--- src/rtl/axis_frame_sink_if.sv ---
// AXI4-Stream pixel channel: one 32-bit beat per pixel, tuser = SOF, tlast = EOF.
interface axis_frame_sink_if;
  logic [31:0] tdata;
  logic [3:0]  tkeep;
  logic        tlast;
  logic        tuser;
  logic        tvalid;
  logic        tready;

  modport master (output tdata, tkeep, tlast, tuser, tvalid, input tready);
  modport slave  (input tdata, tkeep, tlast, tuser, tvalid, output tready);
endinterface

--- src/rtl/axis_frame_sink.sv ---
// axis_frame_sink: receive endpoint for the AXI4-Stream pixel protocol.
// Accepts frames with optional LFSR-driven backpressure, tracks raster
// position, flags framing errors (sticky), and counts good frames.
// Optional feature: define FRAME_CHECKSUM_EN to compute a rotate-xor
// checksum per good frame; otherwise frame_checksum is tied to zero.
module axis_frame_sink #(
  parameter int          X_SIZE    = 640,
  parameter int          Y_SIZE    = 480,
  parameter logic [15:0] LFSR_SEED = 16'hACE1
) (
  input  logic                aclk,
  input  logic                areset,
  axis_frame_sink_if.slave    s_stream,
  input  logic                stall_en,
  input  logic                err_clear,
  output logic                busy,
  output logic                frame_done,
  output logic [15:0]         frame_count,
  output logic [3:0]          err_flags,
  output logic [31:0]         frame_checksum
);

  localparam int XW = (X_SIZE > 1) ? $clog2(X_SIZE) : 1;
  localparam int YW = (Y_SIZE > 1) ? $clog2(Y_SIZE) : 1;
  localparam logic [XW-1:0] X_LAST = XW'(X_SIZE - 1);
  localparam logic [YW-1:0] Y_LAST = YW'(Y_SIZE - 1);

  typedef enum logic {WAIT_SOF, IN_FRAME} state_e;

  state_e        state_q, state_d;
  logic [XW-1:0] x_q, x_d;
  logic [YW-1:0] y_q, y_d;
  logic [15:0]   frame_count_q, frame_count_d;
  logic [3:0]    err_q, err_d;
  logic          frame_done_q, frame_done_d;
  logic          tready_q, tready_d;
  logic [15:0]   lfsr_q, lfsr_d;

  logic       accept;
  logic       last_pos;
  logic       sof_beat;    // accepted beat that (re)starts a frame
  logic       step_beat;   // accepted mid-frame beat that only advances position
  logic       good_frame;  // accepted final beat of a correctly framed frame
  logic [3:0] err_set;

  assign accept   = s_stream.tvalid & tready_q;
  assign last_pos = (x_q == X_LAST) && (y_q == Y_LAST);

  // Next-state, raster position, error detection, frame counting and backpressure.
  // NOTE: every output of this block gets a default first so no latch is inferred.
  always_comb begin
    state_d    = state_q;
    x_d        = x_q;
    y_d        = y_q;
    err_set    = '0;
    sof_beat   = 1'b0;
    step_beat  = 1'b0;
    good_frame = 1'b0;

    if (accept) begin
      if (s_stream.tkeep != 4'b1111) err_set[3] = 1'b1;

      unique case (state_q)
        WAIT_SOF: begin
          // X_SIZE >= 2, so a beat carrying both SOF and EOF is always a short frame.
          if (s_stream.tuser) begin
            if (s_stream.tlast) err_set[1] = 1'b1;
            else                sof_beat   = 1'b1;
          end
        end
        IN_FRAME: begin
          if (s_stream.tuser) begin
            err_set[0] = 1'b1;
            if (s_stream.tlast) begin
              err_set[1] = 1'b1;
              state_d    = WAIT_SOF;
              x_d        = '0;
              y_d        = '0;
            end else begin
              sof_beat = 1'b1;
            end
          end else if (last_pos) begin
            if (s_stream.tlast) good_frame = 1'b1;
            else                err_set[2] = 1'b1;
            state_d = WAIT_SOF;
            x_d     = '0;
            y_d     = '0;
          end else if (s_stream.tlast) begin
            err_set[1] = 1'b1;
            state_d    = WAIT_SOF;
            x_d        = '0;
            y_d        = '0;
          end else begin
            step_beat = 1'b1;
          end
        end
        default: state_d = WAIT_SOF;
      endcase

      // The SOF beat occupies (0,0); the counters hold the next beat's position.
      if (sof_beat) begin
        state_d = IN_FRAME;
        x_d     = XW'(1);
        y_d     = '0;
      end else if (step_beat) begin
        if (x_q == X_LAST) begin
          x_d = '0;
          y_d = y_q + 1'b1;
        end else begin
          x_d = x_q + 1'b1;
        end
      end
    end

    // A fresh error wins over a simultaneous clear.
    err_d         = (err_clear ? 4'b0000 : err_q) | err_set;
    frame_count_d = good_frame ? frame_count_q + 16'd1 : frame_count_q;
    frame_done_d  = good_frame;

    // Fibonacci LFSR, taps 16,14,13,11; runs every cycle independent of stall_en.
    lfsr_d   = {lfsr_q[14:0], lfsr_q[15] ^ lfsr_q[13] ^ lfsr_q[12] ^ lfsr_q[10]};
    tready_d = stall_en ? lfsr_d[0] : 1'b1;
  end

  // State registers with asynchronous reset; reset aborts any frame silently.
  // NOTE: sequential state uses non-blocking assignments so all flops update together.
  always_ff @(posedge aclk or posedge areset) begin
    if (areset) begin
      state_q       <= WAIT_SOF;
      x_q           <= '0;
      y_q           <= '0;
      frame_count_q <= '0;
      err_q         <= '0;
      frame_done_q  <= 1'b0;
      tready_q      <= 1'b0;
      lfsr_q        <= LFSR_SEED;
    end else begin
      state_q       <= state_d;
      x_q           <= x_d;
      y_q           <= y_d;
      frame_count_q <= frame_count_d;
      err_q         <= err_d;
      frame_done_q  <= frame_done_d;
      tready_q      <= tready_d;
      lfsr_q        <= lfsr_d;
    end
  end

  assign s_stream.tready = tready_q;
  assign busy            = (state_q == IN_FRAME);
  assign frame_done      = frame_done_q;
  assign frame_count     = frame_count_q;
  assign err_flags       = err_q;

`ifdef FRAME_CHECKSUM_EN
  logic [31:0] cksum_q, cksum_d;
  logic [31:0] frame_checksum_q, frame_checksum_d;
  logic [31:0] cksum_step;

  // Running rotate-xor checksum; only a good frame publishes it.
  always_comb begin
    cksum_step       = {cksum_q[30:0], cksum_q[31]} ^ s_stream.tdata;
    cksum_d          = cksum_q;
    frame_checksum_d = frame_checksum_q;
    if (sof_beat)       cksum_d = s_stream.tdata;
    else if (step_beat) cksum_d = cksum_step;
    if (good_frame)     frame_checksum_d = cksum_step;
  end

  // Checksum registers.
  always_ff @(posedge aclk or posedge areset) begin
    if (areset) begin
      cksum_q          <= '0;
      frame_checksum_q <= '0;
    end else begin
      cksum_q          <= cksum_d;
      frame_checksum_q <= frame_checksum_d;
    end
  end

  assign frame_checksum = frame_checksum_q;
`else
  assign frame_checksum = 32'h0;
`endif

endmodule
--- src/flat_wrapper.sv ---
// flat-port wrapper written by rule: the top's interface ports become plain ports
module axis_frame_sink_flat 
#(
  parameter int          X_SIZE    = 640,
  parameter int          Y_SIZE    = 480,
  parameter logic [15:0] LFSR_SEED = 16'hACE1
)
  (aclk, areset, stall_en, err_clear, busy, frame_done, frame_count, err_flags, frame_checksum, s_stream_tdata, s_stream_tkeep, s_stream_tlast, s_stream_tuser, s_stream_tvalid, s_stream_tready);
  axis_frame_sink_if s_stream_i ();
  input  logic aclk;
  input  logic areset;
  input  logic stall_en;
  input  logic err_clear;
  output logic busy;
  output logic frame_done;
  output logic [15:0] frame_count;
  output logic [3:0] err_flags;
  output logic [31:0] frame_checksum;
  input wire logic [$bits(s_stream_i.tdata)-1:0] s_stream_tdata;
  input wire logic [$bits(s_stream_i.tkeep)-1:0] s_stream_tkeep;
  input wire logic [$bits(s_stream_i.tlast)-1:0] s_stream_tlast;
  input wire logic [$bits(s_stream_i.tuser)-1:0] s_stream_tuser;
  input wire logic [$bits(s_stream_i.tvalid)-1:0] s_stream_tvalid;
  output wire logic [$bits(s_stream_i.tready)-1:0] s_stream_tready;
  assign s_stream_i.tdata = s_stream_tdata;
  assign s_stream_i.tkeep = s_stream_tkeep;
  assign s_stream_i.tlast = s_stream_tlast;
  assign s_stream_i.tuser = s_stream_tuser;
  assign s_stream_i.tvalid = s_stream_tvalid;
  assign s_stream_tready = s_stream_i.tready;
  axis_frame_sink #(.X_SIZE(X_SIZE), .Y_SIZE(Y_SIZE), .LFSR_SEED(LFSR_SEED)) u_core (.aclk(aclk), .areset(areset), .s_stream(s_stream_i), .stall_en(stall_en), .err_clear(err_clear), .busy(busy), .frame_done(frame_done), .frame_count(frame_count), .err_flags(err_flags), .frame_checksum(frame_checksum));
endmodule
--- config.mk ---
export PLATFORM = sky130hd
export DESIGN_NAME = axis_frame_sink_flat
export DESIGN_NICKNAME = d
export VERILOG_FILES = /design/src/rtl/axis_frame_sink_if.sv /design/src/rtl/axis_frame_sink.sv /design/src/flat_wrapper.sv
export SDC_FILE = /design/constraint.sdc
export NUM_CORES = 1
export LEC_CHECK = 0
export ABC_AREA = 0
export BUFFER_PORTS_ARGS = -buffer_cell sky130_fd_sc_hd__buf_2
export CELL_PAD_IN_SITES_DETAIL_PLACEMENT = 0
export CELL_PAD_IN_SITES_GLOBAL_PLACEMENT = 2
export CORE_MARGIN = 2
export CORE_UTILIZATION = 33
export DETAILED_ROUTE_END_ITERATION = 16
export GPL_TIMING_DRIVEN = 1
export PLACE_DENSITY = 0.84
export SKIP_CTS_REPAIR_TIMING = 1
export SLEW_MARGIN = 0
export SYNTH_ARGS = -nofsm -noshare
export SYNTH_HDL_FRONTEND = slang
export SYNTH_SLANG_ARGS = --single-unit
--- constraint.sdc ---
create_clock -name aclk -period 4.84 [get_ports aclk]
set_input_delay 0.726 -clock aclk [delete_from_list [all_inputs] [get_ports aclk]]
set_output_delay 0.726 -clock aclk [all_outputs]
set_load 0.02 [all_outputs]
==> metrics.txt, run 1 <==
delay-heaviest family, CP=simple AND/OR/NAND/NOR gates; Tmin final=between 2000 and 2500 ps; Post-synth EDFFs=0; clock skew=roughly 10 ps; Max Cap Violations=0; Tcrit/Tclk final=around half; area grow syn2layout=13.2%; vias in the first global route=1943; VDD IR max=0.165 mV; RR Startpoint=u_core.busy; via/cell ratio=between 4 and 5; critical path buffer and inverter count=0; DR pass1 iterations=4; Synth Register Bits=a little under 60; worst slew pin tran=720 ps; global-route wire length before repair=around 10 mm; Routed WL=roughly 6.3 mm; top_reg_cell synth=dfrtp_1; Worst path slowest cell=dfrtp_1; leak pwr=between 1.5 and 2 nW; crit path DAT=about 2700 ps; post-layout util=roughly two fifths; WL per Instance=~14 um; hold_sp=u_core.lfsr_q[3]; final hold vios=0; Sw Pwr=approximately 300 uW; slew margin rel.=around half; worst hold path type=reg -> reg; die width=98.9 um; status=completed; Initial Util=between 30% and 40%; Setup Slack @ Placement=2180 ps; sw frac=a little over a quarter; # DRC=0; Die Ht=98.9 um; antenna violations before repair=0; Hold Path Depth=0; post-route setup TNS=0 ps; TritonCTS clock tree=yes; Cell Pwr Density=around 330 nW/um2; GR Overflow Total=0; dpl hpwl=around 4.4 mm; cts bufs inserted=9; Synth Cell Area=between 2000 and 3000 um2; clock power share=a little under half; Top cell by count, worst path=nor2_1; non-filler cells in the finished layout=447; CP cell instances=or3b_2, nor2_1, nand3_1, nor2_1, a41o_1; Core ar.=between 8000 and 9000 um2; Vias=2181; r2r endpoint=u_core.y_q[5]; antenna viol nets, final=0; Yosys cell types=60; syn_area_per_cell=approximately 10 um2; Levels on crit path=5; boundary pin count=slightly below 100; CTS clk-pin slew, worst paths=~70 ps; Final nets=380; Startpoint Class=register; die footprint=about 10000 um2; largest net degree at the start of global routing=59; # port buffers=33; Yosys warning count=0; setup slack after layout=between 2000 and 2500 ps; critical path required time=between 5000 and 6000 ps; final setup violation count=0; clk buf depth=2; overall power=1.11 mW; most frequent cells in the layout=dfrtp_1 (50), buf_2 (33), conb_1 (32), nand2_1 (23); Setup CP Type=reg -> reg; most common cell after layout, fill and taps aside=dfrtp_1; number of DRC markers in iteration 0=between 150 and 200; RSZ-0062 raised after global routing=false; r2r setup slk=2440 ps; internal power=between 800 and 900 uW; share of layout cells above drive strength 1=21.8%; Synth async-reset ratio=100%; final slew viol count=0; All-Layer GR Usage=13.3%; H-tree depth=3; Placer Congestion=around 0.84; r2r worst-path depth=5; post-synth top area share=approximately 42%; cells after synthesis=295; # diodes=0; leading area contributor after synthesis=dfrtp_1; Clk Tree Root Cell=clkbuf_8; sequential fraction of the synthesis area=between 40% and 50%; worst skew pair latency=about 350 ps; Seq pwr share=46.0%; combinational share of power=around 8%; clk sinks=58; critical path fanouts, max=17; max frequency=~420 MHz; Worst setup EP type=register; Hold EP=u_core.lfsr_q[4]; DP Cell Count=between 400 and 500; Area contributors post-synth=dfrtp_1 (42%), buf_4 (8.1%), dfstp_2 (7.1%); max incr delay on CP=roughly 670 ps; FP Rows=34; filler cell count=about 850
==> per-stage QoR <==
step                      area (um2)  hold WS, ps
after CTS                       3360          352
after global routing            3360          358
after detailed placement        3140          339
after floorplan                 3090          331
final                           3360          351
after global placement          3140          337
==> worst register-to-register path, cell delays in order, from the launching register on <==
cell	delay (ps)
dfrtp_1	670
or3b_2	540
nor2_1	510
nand3_1	230
nor2_1	190
a41o_1	190
==> logic make-up (layout without fill, tap and decap cells) <==
logic type / after synthesis / after routing / share of synthesized area, %
simple gates: 107 / 107 / 20.6
fa+ha+maj: 3 / 3 / 1.26
buf+inv: 51 / 64 / 10.6
flops: 58 / 58 / 49.2
compound gates: 56 / 56 / 12.3
xor+xnor: 18 / 18 / 5.56
other cells: 1 / 32 / 0.126
mux: 1 / 1 / 0.379
==> synthesized netlist by cell type (7+ instances only) <==
| master | count |
|---|---|
| dfstp_2 | 8 |
| buf_4 | 32 |
| xor2_1 | 7 |
| nand2_1 | 23 |
| nor2_1 | 15 |
| a21oi_1 | 11 |
| nand3_1 | 16 |
| inv_1 | 13 |
| nand4_1 | 12 |
| o21ai_0 | 16 |
| dfrtp_1 | 50 |
| and3_1 | 7 |
| xnor2_1 | 10 |
==> power by group through the flow <==
stage / Clock (mW) / Combinational, mW / Sequential (mW)
final: 0.507 / 0.0911 / 0.510
after global routing: 0.538 / 0.102 / 0.513
after CTS: 0.519 / 0.0915 / 0.510
after detailed placement: 0 / 0.0913 / 0.519
after global placement: 0 / 0.0905 / 0.519
after floorplan: 0 / 0.0879 / 0.518
==> flip-flops by register name, summed over array words and instances (netlist names) <==
signal,cells
u_core.x_q,10
u_core.lfsr_q,16
u_core.err_flags,4
u_core.frame_done,1
u_core.frame_count,16
u_core.busy,1
u_core.s_stream.tready,1
u_core.y_q,9
==> how the worst max path moves through the flow <==
stage	from	to	slack [ps]
final	u_core.busy	u_core.y_q[5]	2440
after floorplan	s_stream_tuser	u_core.y_q[5]	2690
after global routing	u_core.busy	u_core.y_q[5]	2240
after global placement	s_stream_tlast	u_core.y_q[5]	2160
after CTS	u_core.busy	u_core.y_q[5]	2430
after detailed placement	s_stream_tlast	u_core.y_q[5]	2180
==> routing by layer <==
metal	part of all wire, %	global-route usage [%]	wire [um]
met2	45	18.9	2840
met3	3.9	3.48	246
met4	1.9	6.01	121
met1	49	19.0	3110
met5	0	0	0
==> layout make-up <==
cell class	instances	area [um2]	share of cell area (%)
clock buffer	9	124	3.68
timing repair buffer	35	180	5.36
sequential	58	1460	43.5
tap	108	135	4.02
multi-input combinational	217	1310	39.0
inverter	13	48.8	1.45
clock inverter	7	103	3.05
No activity file was read; power rests on OpenSTA's default activity.
==> run 2: changes to the inputs <==
CORE_UTILIZATION = 27   (was 33)
PLACE_DENSITY = 0.73   (was 0.84)
clock period = 2.2 ns   (was 4.84 ns; I/O delays follow)
==> metrics.txt, run 2 (synthesized netlist as in run 1, its figures left out) <==
status=completed; # port buffers=33; share of layout cells above drive strength 1=a little over a quarter; Die Ht=roughly 110 um; Tcrit/Tclk final=a little over nine tenths; Initial Util=27.5%; area grow syn2layout=19.9%; TritonCTS clock tree=yes; global-route wire length before repair=11.0 mm; worst slew pin tran=618 ps; r2r setup slk=50 ps; filler cell count=between 1000 and 1500; largest net degree at the start of global routing=28; via/cell ratio=about 4.6; critical path fanouts, max=5; slew margin rel.=between 50% and 60%; Vias=roughly 2300; r2r worst-path depth=6; Cell Pwr Density=between 600 and 700 nW/um2; die width=about 110 um; final slew viol count=0; post-route setup TNS=0 ps; boundary pin count=a little under 100; H-tree depth=3; clk buf depth=2; Storage cell area=approximately 1500 um2; RSZ-0062 raised after global routing=false; Final nets=between 400 and 500; crit path DAT=around 2400 ps; most common cell after layout, fill and taps aside=dfrtp_1; antenna viol nets, final=0; worst hold path type=in -> async; Max Cap Violations=0; number of DRC markers in iteration 0=approximately 130; Clk Tree Root Cell=clkbuf_8; # DRC=0; max frequency=roughly 460 MHz; Startpoint Class=register; clk sinks=58; clock skew=8.26 ps; die footprint=~12000 um2; VDD IR max=about 0.25 mV; vias in the first global route=2214; Core ar.=10800 um2; footprint of the multi-input gates=~1300 um2; Setup CP Type=reg -> reg; worst skew pair latency=~330 ps; hold slack final=between 20 and 30 ps; antenna violations before repair=0; leak pwr=1.75 nW; FP Rows=38; final hold vios=0; Placer Congestion=0.855; cts bufs inserted=9; most frequent cells in the layout=dfrtp_1 (50), buf_2 (33), conb_1 (32), buf_4 (27), nand2_1 (23); Worst setup EP type=register; All-Layer GR Usage=a little under an eighth; r2r endpoint=u_core.frame_count[15]; dpl hpwl=4.93 mm; WL per Instance=13.4 um; critical path required time=2420 ps; DR pass1 iterations=4; final setup violation count=0; RR Startpoint=u_core.x_q[0]; GR Overflow Total=0; # diodes=0; CTS clk-pin slew, worst paths=around 70 ps; Routed WL=between 6 and 7 mm; Tmin final=around 2200 ps
==> run 2: worst max-delay path by stage <==
stage	startpoint	slack, ps	cells after the start	endpoint
after detailed placement	u_core.x_q[8]	50	5	u_core.y_q[8]
final	u_core.x_q[0]	50	6	u_core.frame_count[15]
after CTS	u_core.x_q[8]	40	5	u_core.y_q[8]
after global placement	u_core.x_q[8]	50	5	u_core.y_q[8]
after global routing	u_core.x_q[0]	2	6	u_core.frame_count[15]
after floorplan	u_core.x_q[0]	170	6	u_core.frame_count[15]
==> run 2: area by class of cell <==
cell class / count / share of cell area (%)
clock inverters: 6 / 1.62
flip-flops and latches: 58 / 41.0
well taps: 140 / 4.92
inverters: 13 / 1.37
repair buffers: 60 / 10.3
multi-input cells: 217 / 37.1
clock buffers: 10 / 3.58
==> run 2: through the flow <==
step	worst slack, ps	total power [mW]	instances	area, um2	util, %
finish	45.2	2.28	504	3560	33.0
global route	1.58	2.40	504	3560	33.0
CTS	37.8	2.33	504	3550	32.9
detailed placement	51.6	1.37	488	3360	31.2
global placement	47.2	1.37	488	3360	31.2
floorplan	167	1.33	326	3090	-
==> run 2: worst max-delay path, stage by stage, from the launching register on <==
cell and delay (ps):
dfrtp_1 430, ha_1 260, and3_4 230, nand2_4 60, or3_4 390, or4_4 530, xnor2_2 140
==> run 2: routing by layer <==
| layer | track usage (%) | routed length, um | up-vias |
|---|---|---|---|
| met1 | 15.7 | 3150 | 1129 |
| met3 | 3.41 | 274 | 14 |
| met5 | 0 | 0 | - |
| met4 | 5.68 | 132 | 0 |
| met2 | 18.2 | 3190 | 64 |
| li1 | - | - | 1114 |
==> run 2: report_power, final <==
part / switching, mW / internal, mW / leakage [nW]
combinational: 0.161 / 0.0715 / 0.894
sequential: 0.0275 / 1.09 / 0.758
clock: 0.420 / 0.515 / 0.0958
==> run 3: changes to the inputs <==
PLACE_DENSITY = 0.81   (was 0.73)
REMOVE_ABC_BUFFERS = 1   (was default)
==> metrics.txt, run 3 (synthesized netlist as in run 1, its figures left out) <==
FP Rows=38; All-Layer GR Usage=12.2%; via/cell ratio=4.56; status=completed; Cell Pwr Density=roughly 650 nW/um2; Startpoint Class=register; RSZ-0062 raised after global routing=false; critical path buffer and inverter count=0; Placer Congestion=approximately 0.83; filler cell count=around 1100; VDD IR max=0.265 mV; delay-heaviest family, CP=simple AND/OR/NAND/NOR gates; Setup Slack @ Placement=around 110 ps; global-route wire length before repair=between 10 and 15 mm; final setup violation count=0; Clk Tree Root Cell=clkbuf_8; number of DRC markers in iteration 0=about 110; Die Ht=109 um; boundary pin count=98; area grow syn2layout=20.6%; slew margin rel.=between 50 and 60%; DR pass1 iterations=4; max frequency=479 MHz; dpl hpwl=roughly 4.8 mm; Cell Area, Placed=approximately 3400 um2; Storage cell area=roughly 1500 um2; worst hold path type=in -> reg; Vias=around 2300; antenna viol nets, final=0; largest net degree at the start of global routing=54; clock skew=just under 10 ps; final hold vios=0; Routed WL=around 6.7 mm; share of layout cells above drive strength 1=26.8%; crit path DAT=approximately 2300 ps; CP cell instances=ha_1, and3_4, nand2_4, or3_4, or4_4, xnor2_2; worst slew pin tran=roughly 720 ps; critical path fanouts, max=5; antenna violations before repair=0; Core ar.=roughly 11000 um2; H-tree depth=3; vias in the first global route=around 2200; Setup CP Type=reg -> reg; # port buffers=33; Worst setup EP type=register; Worst path slowest cell=or4_4; WL per Instance=roughly 13 um; Tcrit/Tclk final=between 90% and 100%; hold slack final=approximately 240 ps; # DRC=0; GR Overflow Total=0; setup slack after layout=around 110 ps; final slew viol count=0; clk sinks=58; TritonCTS clock tree=yes; worst skew pair latency=340 ps; clk buf depth=2; Max Cap Violations=0; Final Cell Area=approximately 3600 um2; leak pwr=between 1.5 and 2 nW; CTS clk-pin slew, worst paths=70 ps; die footprint=11900 um2; cts bufs inserted=9; die width=109 um; # diodes=0; Tmin final=around 2100 ps; post-route setup TNS=0 ps; footprint of the multi-input gates=~1300 um2; Initial Util=27.5%; post-layout util=approximately 33%; most common cell after layout, fill and taps aside=dfrtp_1; critical path required time=2430 ps; Final nets=406; most frequent cells in the layout=dfrtp_1 (50), buf_2 (33), conb_1 (32), buf_4 (26), nand2_1 (23); max incr delay on CP=530 ps
==> run 3: cell count changes in the layout (fill, tap and decap cells not counted), sizes merged <==
| cell | previous run | this run |
|---|---|---|
| clkinv | 4 | 2 |
| clkbuf | 10 | 11 |
| clkinvlp | 1 | 2 |
| dlygate4sd3 | 0 | 1 |
==> run 3: layer usage <==
layer / part of all wire [%] / vias up / GRT usage (%)
met5: 0 / - / 0
met4: 0.95 / 0 / 4.67
met3: 5.1 / 4 / 3.65
met2: 46 / 68 / 19.1
met1: 47 / 1106 / 15.8
li1: - / 1127 / -
==> run 3: area by class of cell <==
class / instances / area share [%]
tap: 140 / 4.89
inverter: 13 / 1.36
clock inverter: 5 / 1.54
timing repair buffer: 61 / 10.9
multi-input combinational: 217 / 36.6
sequential: 58 / 40.8
clock buffer: 11 / 3.95
==> run 3: path summary, 6_finish.rpt <==
check,startpoint,endpoint,depth (start not counted),slack (ps)
worst max-delay path,u_core.x_q[1],u_core.frame_count[15],6,110
worst min-delay path,stall_en,u_core.s_stream.tready,3,240
worst max register to register,u_core.x_q[1],u_core.frame_count[15],6,110
worst min register to register,u_core.lfsr_q[8],u_core.lfsr_q[9],0,350
max in group asynchronous,areset,u_core.lfsr_q[7],4,1250
min in group asynchronous,areset,u_core.lfsr_q[1],3,410
==> run 3: worst min-delay path, delay by kind of cell <==
kind / cells / cell delay, ps
simple gates: 1 / 90
buf+inv: 2 / 130
==> run 3: metrics by stage <==
| step | power (mW) | std cells |
|---|---|---|
| floorplan | 1.28 | 288 |
| global placement | 1.37 | 488 |
| detailed placement | 1.37 | 488 |
| CTS | 2.38 | 504 |
| global route | 2.46 | 505 |
| finish | 2.34 | 505 |
==> run 3: report_power, final <==
group	switching (mW)	total, mW	leakage (nW)	internal (mW)
combinational	0.163	0.241	0.903	0.0782
clock	0.438	0.988	0.0953	0.550
sequential	0.0269	1.12	0.758	1.09
